==> src/rtl/rv32i_program_encoder.sv <==
// Streaming RV32I (+M subset) instruction encoder: packs decoded-field requests into
// 32-bit words and writes them to consecutive imem word addresses, flagging unencodable requests.
module rv32i_program_encoder #(
    parameter int ADDR_W    = 10,
    parameter int BASE_ADDR = 0
) (
    input  logic              clk,
    input  logic              rst,
    input  logic              clr,
    input  logic              in_valid,
    output logic              in_ready,
    input  logic [2:0]        in_class,
    input  logic [3:0]        in_alu_ops,
    input  logic [1:0]        in_mem_width,
    input  logic [4:0]        in_rs1,
    input  logic [4:0]        in_rs2,
    input  logic [4:0]        in_rd,
    input  logic [31:0]       in_imm,
    input  logic              in_last,
    output logic              imem_we,
    input  logic              imem_ready,
    output logic [ADDR_W-1:0] imem_addr,
    output logic [31:0]       imem_wdata,
    output logic [ADDR_W:0]   count,
    output logic              done,
    output logic              err,
    output logic [2:0]        err_code
);
    localparam logic [6:0] OPC_R      = 7'b0110011;
    localparam logic [6:0] OPC_IMM    = 7'b0010011;
    localparam logic [6:0] OPC_LOAD   = 7'b0000011;
    localparam logic [6:0] OPC_STORE  = 7'b0100011;
    localparam logic [6:0] OPC_BRANCH = 7'b1100011;
    localparam logic [6:0] OPC_JAL    = 7'b1101111;
    localparam logic [6:0] OPC_JALR   = 7'b1100111;
    localparam logic [6:0] OPC_LUI    = 7'b0110111;
    localparam logic [ADDR_W-1:0] BASE_A = ADDR_W'(BASE_ADDR);
    localparam logic [ADDR_W:0]   CAP    = {1'b1, {ADDR_W{1'b0}}};

    // Returns {err_code, word}; err_code is 0 when the request is representable.
    function automatic logic [34:0] encode(
        input logic [2:0]  cls,
        input logic [3:0]  op,
        input logic [1:0]  w,
        input logic [4:0]  rs1,
        input logic [4:0]  rs2,
        input logic [4:0]  rd,
        input logic [31:0] imm
    );
        logic [2:0]  ec;
        logic [31:0] word;
        logic [2:0]  f3;
        logic [6:0]  f7;
        logic [2:0]  bf3;
        logic        op_ok, br_ok, is_m, is_sub, is_shift, s12, s13, s21;
        ec = 3'd0; word = 32'd0; f3 = 3'b000; f7 = 7'b0000000; bf3 = 3'b000;
        op_ok = 1'b1; br_ok = 1'b1; is_m = 1'b0; is_sub = 1'b0; is_shift = 1'b0;
        case (op)
            4'b0000: f3 = 3'b000;
            4'b0001: begin f3 = 3'b000; f7 = 7'b0100000; is_sub = 1'b1; end
            4'b0010: f3 = 3'b100;
            4'b0011: f3 = 3'b110;
            4'b0100: f3 = 3'b111;
            4'b0101: begin f3 = 3'b001; is_shift = 1'b1; end
            4'b0110: begin f3 = 3'b101; is_shift = 1'b1; end
            4'b1000: begin f3 = 3'b101; f7 = 7'b0100000; is_shift = 1'b1; end
            4'b1001: f3 = 3'b010;
            4'b1011: f3 = 3'b011;
            4'b1100: begin f3 = 3'b000; f7 = 7'b0000001; is_m = 1'b1; end
            4'b1101: begin f3 = 3'b100; f7 = 7'b0000001; is_m = 1'b1; end
            4'b1110: begin f3 = 3'b110; f7 = 7'b0000001; is_m = 1'b1; end
            default: op_ok = 1'b0;
        endcase
        case (op)
            4'b0000: bf3 = 3'b000;
            4'b0001: bf3 = 3'b001;
            4'b0010: bf3 = 3'b100;
            4'b0011: bf3 = 3'b101;
            4'b0100: bf3 = 3'b110;
            4'b0101: bf3 = 3'b111;
            default: br_ok = 1'b0;
        endcase
        s12 = (imm[31:11] == {21{imm[11]}});
        s13 = (imm[31:12] == {20{imm[12]}}) && !imm[0];
        s21 = (imm[31:20] == {12{imm[20]}}) && !imm[0];
        case (cls)
            3'd0: begin
                if (!op_ok) ec = 3'd1;
                else word = {f7, rs2, rs1, f3, rd, OPC_R};
            end
            3'd1: begin
                if (!op_ok || is_m || is_sub) ec = 3'd1;
                else if (is_shift) begin
                    if (imm[31:5] != 27'd0) ec = 3'd2;
                    else word = {f7, imm[4:0], rs1, f3, rd, OPC_IMM};
                end
                else if (!s12) ec = 3'd2;
                else word = {imm[11:0], rs1, f3, rd, OPC_IMM};
            end
            3'd2: begin
                if (w == 2'b11) ec = 3'd3;
                else if (!s12) ec = 3'd2;
                else word = {imm[11:0], rs1, 1'b0, w, rd, OPC_LOAD};
            end
            3'd3: begin
                if (w == 2'b11) ec = 3'd3;
                else if (!s12) ec = 3'd2;
                else word = {imm[11:5], rs2, rs1, 1'b0, w, imm[4:0], OPC_STORE};
            end
            3'd4: begin
                if (!br_ok) ec = 3'd1;
                else if (!s13) ec = 3'd2;
                else word = {imm[12], imm[10:5], rs2, rs1, bf3, imm[4:1], imm[11], OPC_BRANCH};
            end
            3'd5: begin
                if (!s21) ec = 3'd2;
                else word = {imm[20], imm[10:1], imm[11], imm[19:12], rd, OPC_JAL};
            end
            3'd6: begin
                if (!s12) ec = 3'd2;
                else word = {imm[11:0], rs1, 3'b000, rd, OPC_JALR};
            end
            default: begin
                if (imm[11:0] != 12'd0) ec = 3'd2;
                else word = {imm[31:12], rd, OPC_LUI};
            end
        endcase
        return {ec, word};
    endfunction

    logic              we_d, we_q, last_d, last_q, done_d, done_q, err_d, err_q;
    logic [ADDR_W-1:0] addr_d, addr_q;
    logic [31:0]       wdata_d, wdata_q;
    logic [ADDR_W:0]   count_d, count_q;
    logic [2:0]        err_code_d, err_code_q;
    logic [34:0]       enc;
    logic [2:0]        new_err;
    logic              hs, accept;

    assign in_ready   = !we_q || imem_ready;
    assign imem_we    = we_q;
    assign imem_addr  = addr_q;
    assign imem_wdata = wdata_q;
    assign count      = count_q;
    assign done       = done_q;
    assign err        = err_q;
    assign err_code   = err_code_q;

    // Next-state: retire the pending write first, then consider a newly accepted request.
    always_comb begin
        enc        = encode(in_class, in_alu_ops, in_mem_width, in_rs1, in_rs2, in_rd, in_imm);
        hs         = we_q && imem_ready;
        accept     = in_valid && in_ready;
        new_err    = 3'd0;
        we_d       = we_q;
        last_d     = last_q;
        done_d     = 1'b0;
        err_d      = err_q;
        err_code_d = err_code_q;
        addr_d     = addr_q;
        wdata_d    = wdata_q;
        count_d    = count_q;
        if (clr) begin
            we_d = 1'b0; last_d = 1'b0; err_d = 1'b0; err_code_d = 3'd0;
            addr_d = BASE_A; count_d = '0;
        end else begin
            if (hs) begin
                we_d = 1'b0;
                if (last_q) begin
                    addr_d = BASE_A; count_d = '0; done_d = 1'b1;
                end else begin
                    addr_d = addr_q + ADDR_W'(1); count_d = count_q + (ADDR_W+1)'(1);
                end
            end else begin
                we_d = we_q;
            end
            if (accept) begin
                if (enc[34:32] != 3'd0) new_err = enc[34:32];
                else if (count_d >= CAP) new_err = 3'd4;
                else new_err = 3'd0;
                if (new_err == 3'd0) begin
                    we_d = 1'b1; wdata_d = enc[31:0]; last_d = in_last;
                end else begin
                    err_d = 1'b1;
                    err_code_d = (err_code_q == 3'd0) ? new_err : err_code_q;
                    // An unencodable final request still ends the program.
                    if (in_last) begin
                        done_d = 1'b1; addr_d = BASE_A; count_d = '0;
                    end else begin
                        done_d = done_d;
                    end
                end
            end else begin
                new_err = 3'd0;
            end
        end
    end

    // State and registered output stage.
    always_ff @(posedge clk or posedge rst) begin
        if (rst) begin
            we_q <= 1'b0; last_q <= 1'b0; done_q <= 1'b0; err_q <= 1'b0;
            err_code_q <= 3'd0; addr_q <= BASE_A; wdata_q <= 32'd0; count_q <= '0;
        end else begin
            we_q <= we_d; last_q <= last_d; done_q <= done_d; err_q <= err_d;
            err_code_q <= err_code_d; addr_q <= addr_d; wdata_q <= wdata_d; count_q <= count_d;
        end
    end
endmodule

==> config.mk <==
export PLATFORM = sky130hd
export DESIGN_NAME = rv32i_program_encoder
export DESIGN_NICKNAME = d
export VERILOG_FILES = /design/src/rtl/rv32i_program_encoder.sv
export SDC_FILE = /design/constraint.sdc
export NUM_CORES = 1
export LEC_CHECK = 0
export BUFFER_PORTS_ARGS = -buffer_cell sky130_fd_sc_hd__buf_2
export CAP_MARGIN = 10
export CORE_UTILIZATION = 30
export CTS_CLUSTER_DIAMETER = 40
export DETAILED_ROUTE_END_ITERATION = 10
export PLACE_DENSITY_LB_ADDON = 0.25
export SETUP_SLACK_MARGIN = 0.02
export SLEW_MARGIN = 20
export SYNTH_ARGS = -nofsm -noshare
export SYNTH_HDL_FRONTEND = slang
export SYNTH_SLANG_ARGS = --single-unit
==> constraint.sdc <==
create_clock -name clk -period 2.5 [get_ports clk]
set_clock_uncertainty 0.1 [all_clocks]
set_input_delay 0 -clock clk [delete_from_list [all_inputs] [get_ports clk]]
set_output_delay 0 -clock clk [all_outputs]
set_load 0.02 [all_outputs]
# Word-level counts from Yosys, hierarchy flattened
# Index checks and enable logic that the tools add are counted.
[op_classes]
addsub = 2
n_lt_le_gt_ge = 1
n_eq_ne = 23
mux = 71
bitwise_logic = 1
reduce_logical = 33
[ops]
columns = ["cell", "n"]
rows = [
  ["$mux W32", 14],
  ["$pmux W32 S7", 1],
  ["$mux W11", 7],
  ["$mux W10", 6],
  ["$mux W3", 10],
  ["$reduce_bool A27 Y1", 1],
  ["$eq A4 B4 Y1 const B", 6],
  ["$mux W1", 22],
  ["$pmux W3 S7", 1],
  ["$eq A20 B20 Y1", 1],
  ["$eq A19 B19 Y1", 1],
  ["$pmux W3 S6", 1],
  ["$pmux W3 S5", 1],
  ["$mux W2", 7],
  ["$reduce_or A13 Y1", 1],
  ["$eq A4 B3 Y1 const B", 3],
  ["$pmux W6 S2", 1],
  ["$reduce_bool A12 Y1", 1],
  ["$add A11 B1 Y11 const B", 1],
  ["$eq A11 B11 Y1", 1],
  ["$ge A11 B11 Y1 const B", 1],
  ["$add A10 B1 Y10 const B", 1],
  ["$reduce_or A2 Y1", 5],
  ["$eq A3 B3 Y1 const B", 3],
  ["18 further kinds", 34],
]
[word_totals]
regBits = 60
in_bits = 62
wordCells = 139

# Depth between registers and ports, before layout
# Gate-level depths: netlist of the first run.
[depth]
ltp_word = 16
mapped_depth = 11

# Worst setup path before layout of the first run
# Ideal clock, no wire load.
[synth_path]
path_kind = "input-to-reg"
from = "input port in_imm[16]"
to = "register wdata_q[13] (netlist: imem_wdata[13])"
setup_time_ns = 0.127
arrival_time_ns = 2.790
required_ns = 2.273
slack_ns = -0.518
path_stages = 10
n_path_buf = 2
cell_sequence = "or4_1 > or4_1 > or4_4 > and3b_1 > a211o_1 > o21bai_4 > and4_1 > buf_4 > buf_6 > mux2_1"
[synth_between]
elab_chain_len = 11
[synth_rtl]
columns = ["element", "line_no", "source"]
rows = [
  ["from (decl)", "18", "input logic [31:0] in_imm,"],
  ["$eq A20 B20 Y1 (tied with other cells)", "83", "s12 = (imm[31:11] == {21{imm[11]}});"],
  ["$mux W2 (tied with other cells)", "-", ""],
  ["$mux W3 or $mux W2 (tied branches)", "93, 112", ""],
  ["$mux W3 or $mux W2 (tied branches)", "92, 111", ""],
  ["$pmux W3 S6", "86", "case (cls)"],
  ["$reduce_bool A3 Y1", "178", "if (enc[34:32] != 3'd0) new_err = enc[34:32];"],
  ["$mux W3", "178", ""],
  ["$mux W3", "177", "if (accept) begin"],
  ["$mux W3", "163", "if (clr) begin"],
  ["$logic_not A3 Y1", "181", "if (new_err == 3'd0) begin"],
  ["$reduce_and A3 Y1 (no line)", "-", ""],
  ["to (signal assigned)", "206", "err_code_q <= err_code_d; addr_q <= addr_d; wdata_q <= wdata_d; count_q <= count_d;"],
  ["to (decl)", "133", "logic [31:0] wdata_d, wdata_q;"],
]
# Several ways; a longest one is shown, not always the timed one. The select of a mux whose other input is x is not followed.
# A chain may end at the register's enable or synchronous reset.

# Final worst setup path of the first run
[layout_path]
from = "input port in_imm[16]"
to = "register wdata_q[20] (netlist: imem_wdata[20])"
# The elaborated chain is that of the path after synthesis.

==> results of run 1 <==
[worst paths after layout]
check	startpoint	endpoint	slack (ps)	cells after the start
max	in_imm[16]	imem_wdata[20]$_DFFE_PP0P_	-320	10
max in group asynchronous	rst	imem_wdata[14]$_DFFE_PP0P_	1420	4
min reg2reg	imem_wdata[9]$_DFFE_PP0P_	imem_wdata[9]$_DFFE_PP0P_	380	1
min	in_imm[17]	imem_wdata[17]$_DFFE_PP0P_	0.6	4
min in group asynchronous	rst	imem_wdata[23]$_DFFE_PP0P_	190	3
max reg2reg	count[0]$_DFF_PP0_	imem_addr[5]$_DFF_PP0_	120	11
[power by group]
part           total (W)  internal, W  leakage, nW  switching (W)
Clock            0.00123     0.000792        0.145       0.000442
Combinational   0.000532     0.000261         1.97       0.000271
Sequential       0.00101     0.000990        0.812      0.0000201
Total            0.00278      0.00204         2.93       0.000732
[metrics by stage]
stage	utilization (%)	power (W)	instances	area, um2	hold slack, ps
after floorplan	-	0.00124	392	3700	42.2
final	49.1	0.00278	782	5870	0.613
after CTS	48.5	0.00280	782	5800	0.517
after detailed placement	42.2	0.00146	731	5050	12.5
after global placement	42.2	0.00146	731	5050	9.41
after global routing	49.1	0.00289	782	5870	21.0
[timing repair]
action                                 in CTS  in global routing
endpoints found under the hold margin      58                  0
setup endpoints to repair                  49                 53
gates cloned                                4                  0
hold buffers                               28                  0
buffers inserted                            3                  1
resized for setup                          31                 21
pin swaps                                  15                  3
[worst max-delay path, stage by stage]
cell and delay (ps):
buf_6 90, or4_4 530, or4_4 430, or4_4 420
and3b_1 190, a211o_1 290, o21bai_4 160, and4_4 300
buf_12 180, mux2_1 350
[per-layer routing]
layer | vias to the layer above | GRT usage (%)
met5 | - | 0
met4 | 0 | 9.96
met3 | 19 | 6.48
met2 | 159 | 36.0
met1 | 1952 | 24.3
li1 | 1919 | -
[cell usage in the layout, fill, tap and decap left out, types with 10 or more instances in the layout]
master / count
xor2_1: 12
a21oi_1: 13
nor4_1: 10
xnor2_1: 10
nand2_1: 31
nor2_2: 10
buf_2: 119
buf_4: 84
a22o_1: 14
nand4_1: 11
dfrtp_1: 59
mux2_1: 13
nand3_1: 13
dlygate4sd3_1: 28
mux2_4: 16
nor2_1: 37
[registers in the layout, summed over array words and instances, names as in the netlist]
name	count
count	11
done	1
err	1
err_code	3
imem_addr	10
imem_wdata	31
imem_we	1
last_q	1
[logic make-up after synthesis]
family	after synthesis	synth area share (%)
xor gates and xnor gates	22	5.24
muxes	31	9.46
AOI/OAI and AO/OA	77	15.8
buffers and inverters	24	3.27
adders and majority gates	3	1.02
DFF	59	40.2
and+or+nand+nor	176	25.0
[final cells by class]
class	count	area [um2]	share of cell area (%)
clock buffer	11	243	4.13
inverter	8	30.0	0.512
multi-input combinational	309	2210	37.7
timing repair buffer	243	1670	28.5
clock inverter	5	52.6	0.895
sequential	59	1480	25.1
tap	147	184	3.13
[cells in the mapped netlist, types with 2 or more instances]
library cell,n
nor2b_1,8
nand2b_1,8
a211o_1,2
a22o_1,14
nor4_1,11
buf_4,2
buf_6,3
a222oi_1,2
ha_1,3
or4_1,5
nand2_1,31
nand3b_1,3
nand3_1,13
nor2_1,50
or2_2,5
a221o_1,5
clkbuf_1,11
o21a_1,2
a21boi_0,2
xnor2_1,10
nor4b_1,2
and3_1,7
nor4bb_1,2
or3_1,2
a211oi_1,4
nand4_1,11
o21ai_0,9
and3b_1,2
a31o_2,2
nor3_1,4
nor3b_1,6
dfrtp_1,59
mux2_1,29
a21oi_1,13
xor2_1,12
o2bb2ai_1,2
a31oi_1,3
o22ai_1,3
inv_1,8
and2_1,3
==> summary.txt, run 1 <==
Die
  – Total core area: 0.0120 mm2
  – DIE AREA: 0.0127 mm2
  – # rows: 40
  – Chip height: 113 um
  – Die X: 113 um
  – I/O pins: 122
  – Starting Density: 30.7%

Route
  – Met1 wire length: 5420 um
  – DRC errors left: 0
  – Overall routed net length: 12,900 um
  – DR WL met3: 773 um
  – Top layer in use: met4
  – Antenna viol nets, final: 0
  – Drt pass-1 iters: 7
  – Per-cell routed wire length: 16.4 um
  – Routed via count: 4,049
  – Via/cell ratio: 5.18
  – Initial DRC count: 242
  – DR WL met2: 6380 um

Clocking
  – Bufs on Longest Clock Path: 2
  – Root buf cell: clkbuf_16
  – Reg clk slew, reported paths: 50 ps
  – Clk Latency, worst-skew pair: 340 ps
  – Clock buffer count from CTS: 9
  – Level count of the clock H-tree: 3
  – Clock Sinks: 59
  – TritonCTS clock tree: done

Yosys
  – Netlist cell types: 59
  – Syn. warnings: 0
  – Cell Area, Synth: 0.00368 mm2
  – Syn_area_per_cell: 9.38 um2
  – Post-synth top flop: dfrtp_1
  – Cell taking the most area after synthesis: dfrtp_1
  – Synthesized net count: 457
  – Number of synthesized flops with an enable pin: 0
  – Share of the synthesized area in the top cell type: 40.2%
  – Syn Inst Count: 392
  – Post-synthesis register bit count: 59
  – Ys async rst share: 100%
  – Register area share after synthesis: 40.2%
  – Synth area leaders: dfrtp_1, mux2_1, nor2_1

Timing
  – Worst setup margin: -324 ps
  – Max Freq: 0.354 GHz
  – Tmin final: 2820 ps
  – Final Hold Fails: 0
  – RSZ-0062 raised after global routing: true
  – Final period util: 113%
  – Setup violations, final: 52
  – Slew HR: 54.2%
  – Worst-Margin Slew: 670 ps
  – Max Slew Vio Count: 0
  – Post-route setup TNS: -13,370 ps

Global route
  – First-pass GRT wire length: 20,600 um
  – Vias in the first global route: 4,116
  – GRT Total Usage: 21.1%
  – Largest net degree at the start of global routing: 30
  – Initial antenna violation count: 0
  – Gr ovfl total: 0

Worst setup path
  – CP Data Arrival Time: 2940 ps
  – Critical path class: in -> reg
  – Startpoint Class: primary input
  – Crit end category: flip-flop
  – CP Max Fanout: 16
  – Critical Path RT: 2620 ps

Run status
  – Run status: finished, violations left
  – Failing checks: negative setup slack

Finish
  – Diode count: 0
  – Area growth syn-to-layout: 59.7%
  – Fraction of layout cells with a size suffix above 1: 43.6%
  – Filler instances: 1,136
  – Total Nets Final: 695

Power and ir drop
  – P_leak: 2.93 nW
  – Max VDD drop: 0.415 mV
  – Power per cell area: 473 mW/mm2

Placed design
  – GP Congestion: 0.866
  – I/O Buffers: 121
  – Dpl ws: -706 ps
  – Post-DP HPWL: 9250 um

Min path
  – HP Class: in -> reg

Run
  – Max Cap Violations: 0
No activity file was read; power rests on OpenSTA's default activity.
==> run 2: changes to the inputs <==
- TNS_END_PERCENT: not set -> 50
- clock period: 2.5 -> 2.8 ns (I/O delays scaled with it)
==> summary.txt, run 2 (same netlist as run 1, synthesis figures left out) <==
Run status
  – Run status: finished, violations left
  – Failing checks: negative setup slack

Worst setup path
  – Cells along the critical path: buf_6, or4_4, or4_4, or4_4, and3b_1, a211o_1, o21bai_4, and4_4, buf_6, buf_16, mux2_4
  – Crit end category: flip-flop
  – Critical path class: in -> reg
  – CP peak stage delay: 530 ps (about the same)
  – Reg-to-reg endpoint: imem_wdata[12]$_DFFE_PP0P_
  – Sum of buffers and inverters on the critical path: 3 (+1)
  – Startpoint Class: primary input
  – Crit Reg-Reg Startpoint: count[0]$_DFF_PP0_
  – Worst reg2reg path depth: 9 (-2)
  – CP Data Arrival Time: 2970 ps (+30 ps)
  – CP delay by family, top: simple AND/OR/NAND/NOR gates
  – CP Max Fanout: 8 (-8)
  – Slowest CP cell: or4_4
  – Most common cell on crit path: or4_4
  – Flop-to-flop setup slack: 170 ps (+50 ps)
  – Critical Path RT: 2910 ps (+290 ps)

Route
  – Via/cell ratio: 5.22 (+0.73%)
  – Antenna viol nets, final: 0 (unchanged)
  – Drt pass-1 iters: 6 (-1)
  – DRC errors left: 0 (unchanged)
  – Overall routed net length: 12,500 um (-2.9%)
  – Per-cell routed wire length: 16.5 um (+0.35%)
  – Initial DRC count: 421 (+74%)
  – Routed via count: 3,948 (-2.5%)

Die
  – Die X: 113 um (unchanged)
  – DIE AREA: 0.0127 mm2 (unchanged)
  – Chip height: 113 um (unchanged)
  – Starting Density: 30.7% (unchanged)
  – I/O pins: 122 (unchanged)
  – # rows: 40 (unchanged)
  – Total core area: 0.0120 mm2 (unchanged)

Timing
  – Slew HR: 39.6% (-15 points)
  – Final Hold Fails: 0 (unchanged)
  – Setup violations, final: 20 (-62%)
  – RSZ-0062 raised after global routing: true
  – Worst setup margin: -61.3 ps (+263 ps)
  – Post-route setup TNS: -951 ps (+12,420 ps)
  – Worst-Margin Slew: 905 ps (+235 ps)
  – Final period util: 102%
  – Tmin final: 2860 ps
  – Max Slew Vio Count: 0 (unchanged)
  – Max Freq: 0.349 GHz

Finish
  – Area growth syn-to-layout: 53.7%
  – Filler instances: 1,144 (+0.70%)
  – Total Nets Final: 670 (-3.6%)
  – Largest register FFs: 31 (unchanged)
  – Fin util: 47.2% (-1.8 points)
  – Commonest cells after routing, fill and taps aside: buf_2, buf_4, dfrtp_1
  – Commonest non-fill, non-tap cell in the layout: buf_2
  – Fraction of layout cells with a size suffix above 1: 40.8% (-2.8 points)
  – Diode count: 0 (unchanged)

Power and ir drop
  – Tot Pwr: 0.00245 W (-12%)
  – P_leak: 2.81 nW (-4.1%)
  – Power per cell area: 433 mW/mm2 (-8.4%)
  – Max VDD drop: 0.240 mV (-42%)

Clocking
  – Level count of the clock H-tree: 3 (unchanged)
  – Clock buffer count from CTS: 9 (unchanged)
  – Reg clk slew, reported paths: 60 ps (about the same)
  – Root buf cell: clkbuf_16
  – Clk Latency, worst-skew pair: 330 ps (about the same)
  – TritonCTS clock tree: done
  – Clock Sinks: 59 (unchanged)
  – Bufs on Longest Clock Path: 2 (unchanged)

Global route
  – Largest net degree at the start of global routing: 50 (+67%)
  – GRT Total Usage: 20.2% (-0.96 points)
  – Vias in the first global route: 3,987 (-3.1%)
  – Gr ovfl total: 0 (unchanged)
  – First-pass GRT wire length: 20,100 um (-2.3%)
  – Initial antenna violation count: 0 (unchanged)

Min path
  – Hold EP: imem_wdata[21]$_DFFE_PP0P_
  – HP Class: in -> reg
  – Hold path startpoint: in_rs2[1]
  – Worst Hold Depth: 4 (unchanged)

Run
  – Max Cap Violations: 0 (unchanged)

Placed design
  – GP Congestion: 0.905 (+4.5%)
  – I/O Buffers: 121 (unchanged)
  – Post-DP HPWL: 8980 um (-2.9%)
run 2: changes by cell type in the layout (fill, tap and decap cells not counted), sizes merged:
cell / change
buf: -25
clkbuf: -2
clkinv: +2
clkinvlp: +1
inv: -1
run 2: stage by stage:
stage / cell area, um2 / hold slack [ps] / cells / setup WS [ps]
6_report: 5650 / 14.1 / 757 / -61.3
3_5_place_dp: 4860 / 194 / 706 / -413
2_1_floorplan: 3690 / 42.2 / 392 / -197
3_3_place_gp: 4860 / 189 / 706 / -346
4_1_cts: 5590 / 7.03 / 756 / -69.1
5_1_grt: 5650 / 48.7 / 757 / -122
run 2: how the worst max path moves through the flow:
stage / startpoint / end / slack [ps] / cells past startpoint
2_1_floorplan: in_imm[16] / imem_wdata[11]$_DFFE_PP0P_ / -200 / 10
3_3_place_gp: in_imm[16] / imem_wdata[30]$_DFFE_PP0P_ / -350 / 10
3_5_place_dp: in_imm[16] / imem_wdata[25]$_DFFE_PP0P_ / -410 / 10
4_1_cts: in_imm[16] / imem_wdata[12]$_DFFE_PP0P_ / -70 / 10
5_1_grt: in_imm[16] / imem_wdata[12]$_DFFE_PP0P_ / -120 / 11
6_report: in_imm[16] / imem_wdata[12]$_DFFE_PP0P_ / -60 / 11
run 2: per-layer routing:
| layer | GRT usage [%] | vias to the layer above | part of all wire (%) |
|---|---|---|---|
| met5 | 0 | - | 0 |
| met4 | 7.29 | 0 | 2.4 |
| met3 | 5.41 | 31 | 6.3 |
| met2 | 35.1 | 153 | 49 |
| met1 | 23.9 | 1894 | 42 |
| li1 | - | 1870 | - |
run 2: final cells by class:
type | instances | area, um2 | share of cell area (%)
clock buffer | 9 | 225 | 3.98
clock inverter | 7 | 68.8 | 1.22
inverter | 8 | 31.3 | 0.553
multi-input combinational | 309 | 2200 | 38.9
sequential | 59 | 1480 | 26.1
tap | 147 | 184 | 3.25
timing repair buffer | 218 | 1470 | 26.0
run 2: report_power, final:
| group | switching, W | internal [W] | total (W) |
|---|---|---|---|
| combinational | 0.000229 | 0.000215 | 0.000444 |
| sequential | 0.0000190 | 0.000884 | 0.000902 |
| clock | 0.000417 | 0.000685 | 0.00110 |
| total | 0.000666 | 0.00178 | 0.00245 |
run 2: repair_timing:
action                     CTS  global route
cloned                       2             0
resized for setup           16            20
pin swaps                    1             3
hold endpoints to repair    77             0
setup endpoints to repair   30            30
hold buffers                28             0
setup buffers                4             2
run 2: worst reg2reg max path, delay by kind of cell, from the launching register on:
family / cells / cell delay [ps]
DFF: 1 / 430
buffers and inverters: 2 / 270
xor gates and xnor gates: 1 / 260
adders and majority gates: 1 / 200
and+or+nand+nor: 4 / 950
muxes: 1 / 300
==> run 3: changes to the inputs <==
- clock period: 2.8 -> 2.6 ns (I/O delays scaled with it)
==> summary.txt, run 3 (same netlist as run 1, synthesis figures left out) <==
Run status
  – Run status: finished, violations left
  – Failing checks: negative setup slack

Worst setup path
  – Critical path class: in -> reg
  – Slowest CP cell: or4_4
  – Most common cell on crit path: or4_4
  – Worst reg2reg path depth: 8 (-1)
  – Crit end category: flip-flop
  – Startpoint Class: primary input
  – Critical Path RT: 2710 ps (-200 ps)
  – CP Data Arrival Time: 2940 ps (-30 ps)
  – Cells along the critical path: buf_6, or4_4, or4_4, or4_4, and3b_1, a211o_1, o21bai_4, and4_4, clkbuf_16, mux2_1
  – CP Max Fanout: 15 (+7)
  – CP peak stage delay: 530 ps (about the same)

Timing
  – Max Slew Vio Count: 0 (unchanged)
  – Max Freq: 0.353 GHz
  – Slew HR: 52.9% (+13 points)
  – Worst-Margin Slew: 688 ps (-217 ps)
  – Tmin final: 2840 ps
  – Final Hold Fails: 0 (unchanged)
  – Post-route setup TNS: -6510 ps (-5560 ps)
  – Setup violations, final: 30 (+50%)
  – Worst setup margin: -236 ps (-175 ps)
  – RSZ-0062 raised after global routing: true
  – Final period util: 109%

Global route
  – Vias in the first global route: 3,965 (-0.55%)
  – Gr ovfl total: 0 (unchanged)
  – GRT Total Usage: 19.5% (-0.72 points)
  – Largest net degree at the start of global routing: 35 (-30%)
  – First-pass GRT wire length: 19,500 um (-2.9%)
  – Initial antenna violation count: 0 (unchanged)

Die
  – # rows: 40 (unchanged)
  – Total core area: 0.0120 mm2 (unchanged)
  – I/O pins: 122 (unchanged)
  – Chip height: 113 um (unchanged)
  – DIE AREA: 0.0127 mm2 (unchanged)
  – Die X: 113 um (unchanged)
  – Starting Density: 30.7% (unchanged)

Clocking
  – Root buf cell: clkbuf_16
  – Reg clk slew, reported paths: 50 ps (about the same)
  – TritonCTS clock tree: done
  – Clock Sinks: 59 (unchanged)
  – Bufs on Longest Clock Path: 2 (unchanged)
  – Post-CTS Setup Bufs: 0 (-4)
  – Clk Latency, worst-skew pair: 330 ps (about the same)
  – Clock buffer count from CTS: 9 (unchanged)
  – Level count of the clock H-tree: 3 (unchanged)

Route
  – DRC errors left: 0 (unchanged)
  – Routed via count: 3,881 (-1.7%)
  – Per-cell routed wire length: 15.9 um (-3.8%)
  – Via/cell ratio: 5.09 (-2.5%)
  – Antenna viol nets, final: 0 (unchanged)
  – Drt pass-1 iters: 5 (-1)
  – Overall routed net length: 12,100 um (-3.0%)
  – Initial DRC count: 248 (-41%)

Power and ir drop
  – Tot Pwr: 0.00269 W (+9.8%)
  – Max VDD drop: 0.324 mV (+35%)
  – Power per cell area: 478 mW/mm2 (+10%)
  – P_leak: 2.84 nW (+0.96%)

Finish
  – Diode count: 0 (unchanged)
  – Commonest cells after routing, fill and taps aside: buf_2, buf_4, dfrtp_1
  – Fraction of layout cells with a size suffix above 1: 38.6% (-2.2 points)
  – Filler instances: 1,155 (+0.96%)
  – Total Nets Final: 676 (+0.90%)
  – Largest register FFs: 31 (unchanged)
  – Commonest non-fill, non-tap cell in the layout: buf_2
  – Area growth syn-to-layout: 53.0%

Min path
  – Worst Hold Depth: 4 (unchanged)
  – HP Class: in -> reg

Placed design
  – Post-DP HPWL: 9050 um (+0.76%)
  – I/O Buffers: 121 (unchanged)
  – GP Congestion: 0.874 (-3.5%)

Run
  – Max Cap Violations: 0 (unchanged)
## run 3: cell count changes in the layout (fill, tap and decap cells not counted), moves of 2 or more
| cell | previous run | this run |
|---|---|---|
| buf_4 | 64 | 72 |
| buf_6 | 4 | 2 |
| clkinv_2 | 4 | 2 |
| mux2_1 | 4 | 24 |
| mux2_4 | 26 | 5 |
| nor2_1 | 50 | 47 |
| nor2_2 | 0 | 3 |
## run 3: routing by layer
layer  wire [um]  track usage [%]  vias up
met2        5830             33.8      152
met1        5220             23.2     1816
li1            -                -     1882
met4         354             7.64        0
met5           0                0        -
met3         714             4.71       31
## run 3: stage by stage
stage | setup slack, ps | instances | utilization (%) | hold slack, ps | instance area (um2)
2_1_floorplan | -397 | 392 | - | 42.2 | 3690
3_3_place_gp | -540 | 718 | 41.4 | 52.8 | 4950
3_5_place_dp | -588 | 718 | 41.4 | 60.9 | 4950
4_1_cts | -204 | 762 | 46.5 | 16.6 | 5560
5_1_grt | -280 | 763 | 47.0 | 34.3 | 5620
6_report | -236 | 763 | 47.0 | 9.97 | 5620
## run 3: final cells by class
type	count	area, um2	area share [%]
inverters	8	30.0	0.534
clock inverters	7	92.6	1.65
repair buffers	224	1490	26.5
multi-input cells	309	2130	37.8
clock buffers	9	225	4.01
well taps	147	184	3.27
flip-flops and latches	59	1480	26.3
## run 3: where the power goes
group          internal [W]  switching (W)
Clock              0.000834       0.000429
Sequential         0.000952      0.0000186
Combinational      0.000215       0.000239
## run 3: worst max-delay path: cells and delay by family
family	cells	cell delay (ps)
muxes	1	330
AOI/OAI and AO/OA	2	440
and+or+nand+nor	5	1870
buffers and inverters	2	290
## run 3: worst paths after layout
path	from	end	slack [ps]
worst max-delay path	in_imm[16]	imem_wdata[20]$_DFFE_PP0P_	-240
worst min-delay path	in_rs2[3]	imem_wdata[23]$_DFFE_PP0P_	10
worst max register to register	count[0]$_DFF_PP0_	imem_wdata[20]$_DFFE_PP0P_	130
worst min register to register	imem_wdata[21]$_DFFE_PP0P_	imem_wdata[21]$_DFFE_PP0P_	380
max in group asynchronous	rst	err_code[0]$_DFFE_PP0P_	1360
min in group asynchronous	rst	imem_wdata[29]$_DFFE_PP0P_	240
## run 3: what timing repair did
| action | CTS | global route |
|---|---|---|
| gates resized for setup | 3 | 10 |
| cloned | 0 | 1 |
| endpoints found under the setup margin | 41 | 48 |
| hold endpoints to repair | 63 | 0 |
| hold buffers | 28 | 0 |
